--- src/rtl/axis_route_ctrl_1x2.sv ---
// Packet-boundary-safe route sequencer for a 1x2 AXI-Stream switch.
// Optional stall timeout is enabled by defining AXIS_ROUTE_CTRL_TIMEOUT_EN.
module axis_route_ctrl_1x2 #(
  parameter logic [1:0]  RST_ROUTE = 2'b01,
  parameter int unsigned CNTW      = 16,
  parameter int unsigned TOUT_CYC  = 1024
) (
  input  logic            aclk,
  input  logic            aresetn,
  input  logic [1:0]      route_req,
  input  logic            route_req_vld,
  input  logic            mon_tvalid,
  input  logic            mon_tready,
  input  logic            mon_tlast,
  input  logic            cnt_clr,
  output logic            m0_en,
  output logic            m1_en,
  output logic            busy,
  output logic            pend,
  output logic [CNTW-1:0] pkt_cnt0,
  output logic [CNTW-1:0] pkt_cnt1,
  output logic            tout_evt
);

  typedef enum logic [0:0] {StIdle, StPkt} state_e;

  state_e          state_q;
  logic            pend_q;
  logic [1:0]      pend_route_q;
  logic [1:0]      route_q;
  logic [CNTW-1:0] cnt0_q, cnt1_q;

  logic beat, eop, apply, force_idle;

  assign beat  = mon_tvalid & mon_tready;
  assign eop   = beat & mon_tlast;
  // Only switch between packets: idle with no beat starting, or on the tlast beat itself.
  assign apply = pend_q & (((state_q == StIdle) & ~beat) | eop);

`ifdef AXIS_ROUTE_CTRL_TIMEOUT_EN
  localparam int unsigned SW = (TOUT_CYC > 1) ? $clog2(TOUT_CYC) : 1;

  logic [SW-1:0] stall_q;
  logic          stall;
  logic          tout_q;

  assign stall      = (state_q == StPkt) & pend_q & ~beat;
  assign force_idle = stall & (stall_q == SW'(TOUT_CYC - 1));

  always_ff @(posedge aclk or negedge aresetn) begin
    if (!aresetn) begin
      stall_q <= '0;
      tout_q  <= 1'b0;
    end else begin
      tout_q <= force_idle;
      if (stall && !force_idle) begin
        stall_q <= stall_q + 1'b1;
      end else begin
        stall_q <= '0;
      end
    end
  end

  assign tout_evt = tout_q;
`else
  assign force_idle = 1'b0;
  assign tout_evt   = 1'b0;
`endif

  always_ff @(posedge aclk or negedge aresetn) begin
    if (!aresetn) begin
      state_q      <= StIdle;
      pend_q       <= 1'b0;
      pend_route_q <= 2'b00;
      route_q      <= RST_ROUTE;
      cnt0_q       <= '0;
      cnt1_q       <= '0;
    end else begin
      unique case (state_q)
        StIdle: if (beat && !mon_tlast) state_q <= StPkt;
        StPkt:  if (eop || force_idle) state_q <= StIdle;
        default: state_q <= StIdle;
      endcase

      // A strobe coincident with an apply leaves the new request pending.
      if (apply) route_q <= pend_route_q;
      if (route_req_vld) begin
        pend_route_q <= route_req;
        pend_q       <= 1'b1;
      end else if (apply) begin
        pend_q <= 1'b0;
      end

      if (cnt_clr) begin
        cnt0_q <= '0;
        cnt1_q <= '0;
      end else if (eop) begin
        if (route_q[0] && !(&cnt0_q)) cnt0_q <= cnt0_q + 1'b1;
        if (route_q[1] && !(&cnt1_q)) cnt1_q <= cnt1_q + 1'b1;
      end
    end
  end

  assign m0_en    = route_q[0];
  assign m1_en    = route_q[1];
  assign busy     = (state_q == StPkt);
  assign pend     = pend_q;
  assign pkt_cnt0 = cnt0_q;
  assign pkt_cnt1 = cnt1_q;

endmodule

--- config.mk ---
export PLATFORM = sky130hd
export DESIGN_NAME = axis_route_ctrl_1x2
export DESIGN_NICKNAME = d
export VERILOG_FILES = /design/src/rtl/axis_route_ctrl_1x2.sv
export SDC_FILE = /design/constraint.sdc
export NUM_CORES = 1
export LEC_CHECK = 0
export ABC_AREA = 1
export CAP_MARGIN = 20
export CELL_PAD_IN_SITES_DETAIL_PLACEMENT = 0
export CELL_PAD_IN_SITES_GLOBAL_PLACEMENT = 1
export CORE_MARGIN = 5
export CORE_UTILIZATION = 42
export CTS_BUF_LIST = sky130_fd_sc_hd__clkbuf_8
export DETAILED_ROUTE_END_ITERATION = 12
export DONT_BUFFER_PORTS = 1
export PLACE_DENSITY_LB_ADDON = 0.1
export RECOVER_POWER = 100
export SLEW_MARGIN = 20
export SYNTH_ARGS = -nofsm -noshare
export SYNTH_HDL_FRONTEND = slang
export SYNTH_SLANG_ARGS = --single-unit
--- constraint.sdc ---
create_clock -name aclk -period 1.6 [get_ports aclk]
set_input_delay 0.24 -clock aclk [delete_from_list [all_inputs] [get_ports aclk]]
set_output_delay 0.24 -clock aclk [all_outputs]
set_load 0.005 [all_outputs]
# Yosys cells after proc, flatten, opt, wreduce, memory -nomap -nowiden
# Index checks and enable logic that the tools add are counted.
# W data, S select, Z words.
# totals
reg_bits	38
in_bits	9
output_inout_bits	37
wordCells	40
# op_classes
muxes	11
n_reduce_logical	14
bitwise	7
addsub	2
# ops
op	n
$mux W16	6
$add A16 B1 Y16 const B	2
$reduce_and A16 Y1	2
$reduce_bool A2 Y1	4
$and A1 B1 Y1	4
$mux W1	4
$reduce_and A2 Y1	2
$logic_and A1 B1 Y1	3
$logic_not A1 Y1	3
$not A1 Y1	2
$pmux W1 S2	1
$or A1 B1 Y1	1

# Depth between registers and ports, before layout
# Gate-level depths: netlist (run 1).
# logic_depth
word_depth	7
ltp_mapped	11
mapped_depth_nobuf	10

# Worst setup path before layout (run 1)
# Ideal clock, no wire load.
# synth_timing
path_kind	register -> register
from	register cnt0_q[0] (netlist: pkt_cnt0[0])
to	register cnt0_q[10] (netlist: pkt_cnt0[10])
arrival_time_ns	1.411
setup_slack_ns	0.057
stages_incl_launch_ff	11
cell_sequence	dfrtp_1 > ha_1 > nand2_1 > nor2_2 > nand2_1 > inv_2 > nand2_2 > buf_2 > nand4_1 > nand2_1 > nor2_1
# synth_between
elab_chain_cells	5
word_cells_on_any_way	9
# synth_rtl
item	line	text
start, declared	31	logic [CNTW-1:0] cnt0_q, cnt1_q;
start signal, assigned	98	if (route_q[0] && !(&cnt0_q)) cnt0_q <= cnt0_q + 1'b1;
branches (longest 5 deep; another with $add A16 B1 Y16)	n/a	
# Several ways; the timed one is not identified. The select of a mux whose other input is x is not followed.
# A chain may end at the register's enable or synchronous reset.

# Final worst setup path (run 1)
# layout_timing
from	register cnt1_q[1] (netlist: pkt_cnt1[1])
to	register cnt1_q[2] (netlist: pkt_cnt1[2])
# layout_between
elab_chain_cells	5
word_cells_on_any_way	9
# layout_rtl
item	line	text
start, declared	31	
start signal, assigned	99	if (route_q[1] && !(&cnt1_q)) cnt1_q <= cnt1_q + 1'b1;
branches (longest 5 deep; another with $add A16 B1 Y16)	n/a	
# Several ways; the timed one is not identified. The select of a mux whose other input is x is not followed.

==> flow_summary.yaml, run 1 <==
cells_and_area:
  drive_gt1_share_pct: 23.0
  nets: 397
  syn2layout_area_growth_pct: 25.8
  num_antenna_cells: 0
  design_area_um2: 2930
  postLayoutCoreUtil_pct: 53.9
logic_synthesis:
  synth_top_area_share_pct: 39.8
  synth_common_cells: "111 x nand2_1, 49 x nor2_1, 37 x dfrtp_1"
  synth_nets: 348
  synth.distinct_cells: 27
  ys_warn_count: 0
  syn_inst: 337
  async_flop_share_pct: 100
  synth-seq-cells: 38
  ys.flop_type: "dfrtp_1"
  avgSynthCellArea_um2: 6.91
  ys_seq_area_share_pct: 40.9
  netlist_area_um2: 2330
  yosysTopAreaCell: "dfrtp_1"
  ys_top_cells_by_area: "dfrtp_1 40%, nand2_1 18%, nor2_1 7.9%"
  yosysMostFrequentCell: "nand2_1"
  synth-edff-count: 0
timing:
  period_share_pct: 96.0
  hold_violations: 0
  tightest_slew_ns: 0.993
  rsz0062_at_grt: "yes"
  slew_headroom_pct: 33.8
  period_needed_ns: 1.54
  finClkSkew_ns: 0.00917
  timing.final.max_slew_violations: 0
  max_clock_freq_ghz: 0.651
  setup_violations: 0
flow_run:
  cap_violations: 0
drt:
  met2_length_um: 3210
  routed_wl_um: 6430
  post_drt_wl_per_cell_um: 14.0
  vias_per_cell: 4.99
  vias: 2290
  drtIter0Drc: 129
  top_layer: "met4"
  final_antenna_net_count: 0
  wl_met3_um: 372
  wl_met1_um: 2750
  drcViolationCount: 0
  drt_pass1_iterations: 4
global_routing:
  grt_max_degree: 39
  grt_first_pass_wirelength_um: 10600
  antenna_found_initial: 0
  grt_overflow: 0
  grt_pass1_vias: 2132
  grt_usage_pct: 18.4
setup_path:
  end_kind: "register"
  crit_chain: "ha_4 -> nand2_4 -> nor2_4 -> nand2_2 -> nor2_4 -> nor2_4 -> buf_6 -> nand4_1 -> nand2_1"
  worst_setup_path_start_kind: "register"
  r2r_start: "pkt_cnt1[1]$_DFFE_PN0P_"
  slowest_delay_ns: 0.42
  worstPathMaxFanout: 7
  worstPathArrival_ns: 1.77
  crit_top_cell: "nor2_4"
  crit_start: "pkt_cnt1[1]$_DFFE_PN0P_"
  reg2reg_depth: 9
  worstSetupPathType: "reg -> reg"
  required_ns: 1.83
  worst-r2r-setup-slack_ns: 0.06
  r2r_end: "pkt_cnt1[2]$_DFFE_PN0P_"
  worstSetupEndpoint: "pkt_cnt1[2]$_DFFE_PN0P_"
  cpMaxStageDelayCell: "dfrtp_1"
cts:
  root_buffer: "clkbuf_8"
  clk-insertion-delay-late_ns: 0.29
  htree_levels: 2
  clock_path_buffers: 2
  numCtsBuffers: 5
  clock_sinks: 38
  clk_pin_slew_ns: 0.08
  tritoncts: "yes"
floorplan:
  die_area_um2: 7130
  io_pins: 46
  initial_core_util_pct: 42.8
  coreArea_um2: 5440
  dieWidth_um: 84.5
  die_h_um: 84.5
  rows: 27
placement:
  port_buffers: 0
  gp_congestion: 0.826
  placed_area_um2: 2660
  hpwl_um: 4600
run_status:
  outcome: "finished clean"
pwr:
  peakVddDrop_uv: 420
  leakagePower_uw: 0.00139
  powerDensity_nw_per_um2: 632
worst_hold_path:
  hold_path.class: "in -> reg"
==> per-stage QoR <==
stage / std cells / total power, µW / hold slack [ns] / TNS, ns / setup slack [ns]
6_report: 459 / 1850 / 0.0367 / 0 / 0.0637
3_3_place_gp: 439 / 1150 / -0.0548 / 0 / 0.0691
4_1_cts: 450 / 1890 / 0.00221 / 0 / 0.0222
2_1_floorplan: 337 / 1120 / -0.0556 / 0 / 0.0572
3_5_place_dp: 439 / 1150 / -0.0548 / 0 / 0.0234
5_1_grt: 459 / 1960 / 0.0198 / -0.170 / -0.0298
==> critical path, delay by kind of cell, from the launching register on <==
| kind | cells | cell delay (ns) |
|---|---|---|
| simple gates | 7 | 0.71 |
| flops | 1 | 0.42 |
| fa+ha+maj | 1 | 0.19 |
| buf+inv | 1 | 0.17 |
==> final cells by class <==
cell class                      count  area (µm²)
Fill cell                         572        2510
Multi-Input combinational cell    253        1260
Sequential cell                    38         955
Timing Repair Buffer               50         393
Inverter                           38         143
Tap cell                           72        90.1
Clock buffer                        5        68.8
Clock inverter                      3        21.3
==> power breakdown <==
group	internal [µW]	switching, µW
combinational	52.4	103
clock	306	374
sequential	992	22.2
==> layer usage <==
layer | global-route usage [%] | vias to the layer above
met5 | 0 | -
met4 | 4.60 | 0
met3 | 5.00 | 8
met2 | 31.6 | 43
met1 | 22.9 | 1059
li1 | - | 1180
==> kinds of logic (layout without fill, tap and decap cells) <==
family                   after synthesis  in the layout  synth area share, %
adder cells (fa/ha/maj)                2              2                 1.07
AND/OR/NAND/NOR                      217            218                 40.9
flip-flops                            38             38                 40.9
buffers and inverters                 47             96                 8.44
XOR/XNOR                               6              6                 2.26
AO/OA/AOI/OAI                         26             26                 6.23
other                                  1              1                0.161
==> cells in the final DEF, fill, tap and decap left out, types with 6 or more instances in the layout <==
master and n:
nor2_1 40, nand3_1 26, buf_4 41, nand2_1 105, nor2_2 10, o21ai_0 7, inv_1 33, nand4_1 22
o21ai_1 8, dfrtp_1 35, nand2_2 6
==> timing repair <==
| item | CTS | global route |
|---|---|---|
| endpoints found under the hold margin | 50 | 1 |
| resized for setup | 1 | 28 |
| hold buffers | 3 | 1 |
| pin swaps | 0 | 16 |
| buffers inserted | 0 | 8 |
| setup endpoints to repair | 1 | 31 |
| cloned | 0 | 2 |
==> flip-flops by register name, indices dropped and copies added (netlist names) <==
register and cells:
pend_route_q 2, pkt_cnt0 16, busy 1, pkt_cnt1 16
route_q 2, pend 1
==> worst min-delay path by stage <==
stage	start	end	slack, ns	depth (start not counted)
6_report	route_req_vld	pend$_DFFE_PN0P_	0.04	1
5_1_grt	route_req_vld	pend$_DFFE_PN0P_	0.02	1
4_1_cts	cnt_clr	pkt_cnt0[13]$_DFFE_PN0P_	0.002	1
3_5_place_dp	aresetn	pend$_DFFE_PN0P_	-0.05	0
3_3_place_gp	aresetn	pend_route_q[0]$_DFFE_PN0P_	-0.05	0
2_1_floorplan	aresetn	busy$_DFF_PN0_	-0.06	0
No activity file was read; power rests on OpenSTA's default activity.
==> run 2: changes to the inputs <==
--- a/config.mk
+++ b/config.mk
@@ -10,8 +10,7 @@
 export CELL_PAD_IN_SITES_DETAIL_PLACEMENT = 0
 export CELL_PAD_IN_SITES_GLOBAL_PLACEMENT = 1
 export CORE_MARGIN = 5
-export CORE_UTILIZATION = 42
-export CTS_BUF_LIST = sky130_fd_sc_hd__clkbuf_8
+export CORE_UTILIZATION = 40
 export DETAILED_ROUTE_END_ITERATION = 12
 export DONT_BUFFER_PORTS = 1
 export PLACE_DENSITY_LB_ADDON = 0.1
==> run 2 against run 1 <==
Net effect:
- power rose by 1.7%
- worst hold slack got worse by 0.0022 ns
- cell count did not move
- clock power rose by 4.0%
- global-route usage fell by 0.67 points
==> flow_summary.yaml, run 2 (synthesis results as in run 1) <==
setup_path:
  worstSetupPathType: "reg -> reg"
  worst_setup_path_start_kind: "register"
  required_ns: 1.77
  worstPathMaxFanout: 10
  crit_start: "pkt_cnt1[1]$_DFFE_PN0P_"
  end_kind: "register"
  worstPathArrival_ns: 1.75
  r2r_start: "pkt_cnt1[1]$_DFFE_PN0P_"
pwr:
  powerDensity_nw_per_um2: 645
  finalPower_uw: 1880
  intPower_uw: 1400
  clkPwrFrac_pct: 37.6
  combPwrFrac_pct: 8.5
  power_frac_seq_pct: 54.0
  power.switching_uw: 484
  leakagePower_uw: 0.00137
  power_switching_share_pct: 25.7
  peakVddDrop_uv: 423
cells_and_area:
  layout_commonest_cell: "nand2_1"
  multiInputGateArea_um2: 1260
  num_antenna_cells: 0
  nets: 397
  drive_gt1_share_pct: 17.8
  fillCellCount: 585
  final_cell_mix: "107 x nand2_1, 46 x nor2_1, 37 x dfrtp_1, 33 x inv_1, 28 x buf_4"
  fin_cells: 459
  seq_area_um2: 952
  design_area_um2: 2920
  syn2layout_area_growth_pct: 25.2
timing:
  max_clock_freq_ghz: 0.633
  period_share_pct: 98.8
  period_needed_ns: 1.58
  finClkSkew_ns: 0.00605
  hold_violations: 0
  setup_violations: 0
  rsz0062_at_grt: "yes"
  tightest_slew_ns: 0.980
  timing.final.max_slew_violations: 0
  slew_headroom_pct: 34.7
floorplan:
  rows: 27
  initial_core_util_pct: 41.8
  die_h_um: 86.3
  dieWidth_um: 86.3
  io_pins: 46
  coreArea_um2: 5570
  die_area_um2: 7450
run_status:
  outcome: "finished clean"
worst_hold_path:
  hold_path.class: "in -> reg"
  hp-start: "route_req_vld"
cts:
  htree_levels: 2
  clock_sinks: 38
  clk_pin_slew_ns: 0.08
  clock_path_buffers: 2
  tritoncts: "yes"
  root_buffer: "clkbuf_8"
  numCtsBuffers: 5
  clk-insertion-delay-late_ns: 0.29
flow_run:
  cap_violations: 0
placement:
  gp_congestion: 0.800
  hpwl_um: 4480
  placed_area_um2: 2670
  port_buffers: 0
  dp.cells: 437
drt:
  vias_per_cell: 4.91
  post_drt_wl_per_cell_um: 13.7
  drt_pass1_iterations: 4
  drcViolationCount: 0
  drtIter0Drc: 74
  vias: 2254
  routed_wl_um: 6270
  final_antenna_net_count: 0
global_routing:
  antenna_found_initial: 0
  grt_usage_pct: 17.7
  grt_max_degree: 39
  grt_overflow: 0
  grt_pass1_vias: 2141
  grt_first_pass_wirelength_um: 10400
run 2: metrics by stage:
stage            TNS, ns  hold slack (ns)  setup slack [ns]  util (%)
2_1_floorplan          0          -0.0556            0.0572         -
3_3_place_gp           0          -0.0546           0.00991      47.9
3_5_place_dp   -0.000632          -0.0548         -0.000632      47.9
4_1_cts                0           0.0225            0.0151      50.8
5_1_grt           -0.577           0.0235           -0.0652      52.3
6_report               0           0.0345            0.0192      52.3
run 2: layout make-up:
| cell class | count | share of cell area (%) |
|---|---|---|
| multi-input combinational | 253 | 43.3 |
| inverter | 38 | 4.98 |
| tap | 72 | 3.09 |
| timing repair buffer | 50 | 12.8 |
| clock buffer | 7 | 2.96 |
| clock inverter | 1 | 0.172 |
| sequential | 38 | 32.7 |
run 2: critical path: stages (launching register included):
cell     delay (ns)
dfrtp_1        0.40
ha_4           0.17
nand2_4        0.06
nor2_4         0.09
nand2_2        0.08
nor2_4         0.14
nor2_4         0.05
buf_12         0.14
nor2_4         0.24
o21ai_1        0.10
run 2: path summary, 6_finish.rpt:
check / endpoint / slack, ns / cells after the start
worst max-delay path: pkt_cnt1[8]$_DFFE_PN0P_ / 0.02 / 9
worst min-delay path: pend$_DFFE_PN0P_ / 0.03 / 1
worst max register to register: pkt_cnt1[8]$_DFFE_PN0P_ / 0.02 / 9
worst min register to register: route_q[0]$_DFFE_PN1P_ / 0.51 / 2
max in group asynchronous: pkt_cnt1[8]$_DFFE_PN0P_ / 0.36 / 2
min in group asynchronous: busy$_DFF_PN0_ / 0.62 / 2
run 2: layer usage:
layer | GRT usage [%] | part of all wire, %
met4 | 5.10 | 1.1
met2 | 29.4 | 49
met3 | 5.80 | 6.0
met1 | 22.1 | 44
met5 | 0 | 0
run 2: power groups by stage:
stage | combinational [µW] | clock, µW | sequential, µW
2_1_floorplan | 88.0 | 0 | 1030
3_3_place_gp | 116 | 0 | 1030
3_5_place_dp | 117 | 0 | 1030
4_1_cts | 158 | 731 | 1020
5_1_grt | 179 | 772 | 1020
6_report | 159 | 707 | 1010
run 2: timing repair:
item | in CTS | in global routing
resized for setup | 2 | 21
buffers inserted | 2 | 11
pin swaps | 4 | 15
endpoints found under the hold margin | 51 | 0
endpoints found under the setup margin | 13 | 28
hold buffers | 3 | 0
cloned | 1 | 0
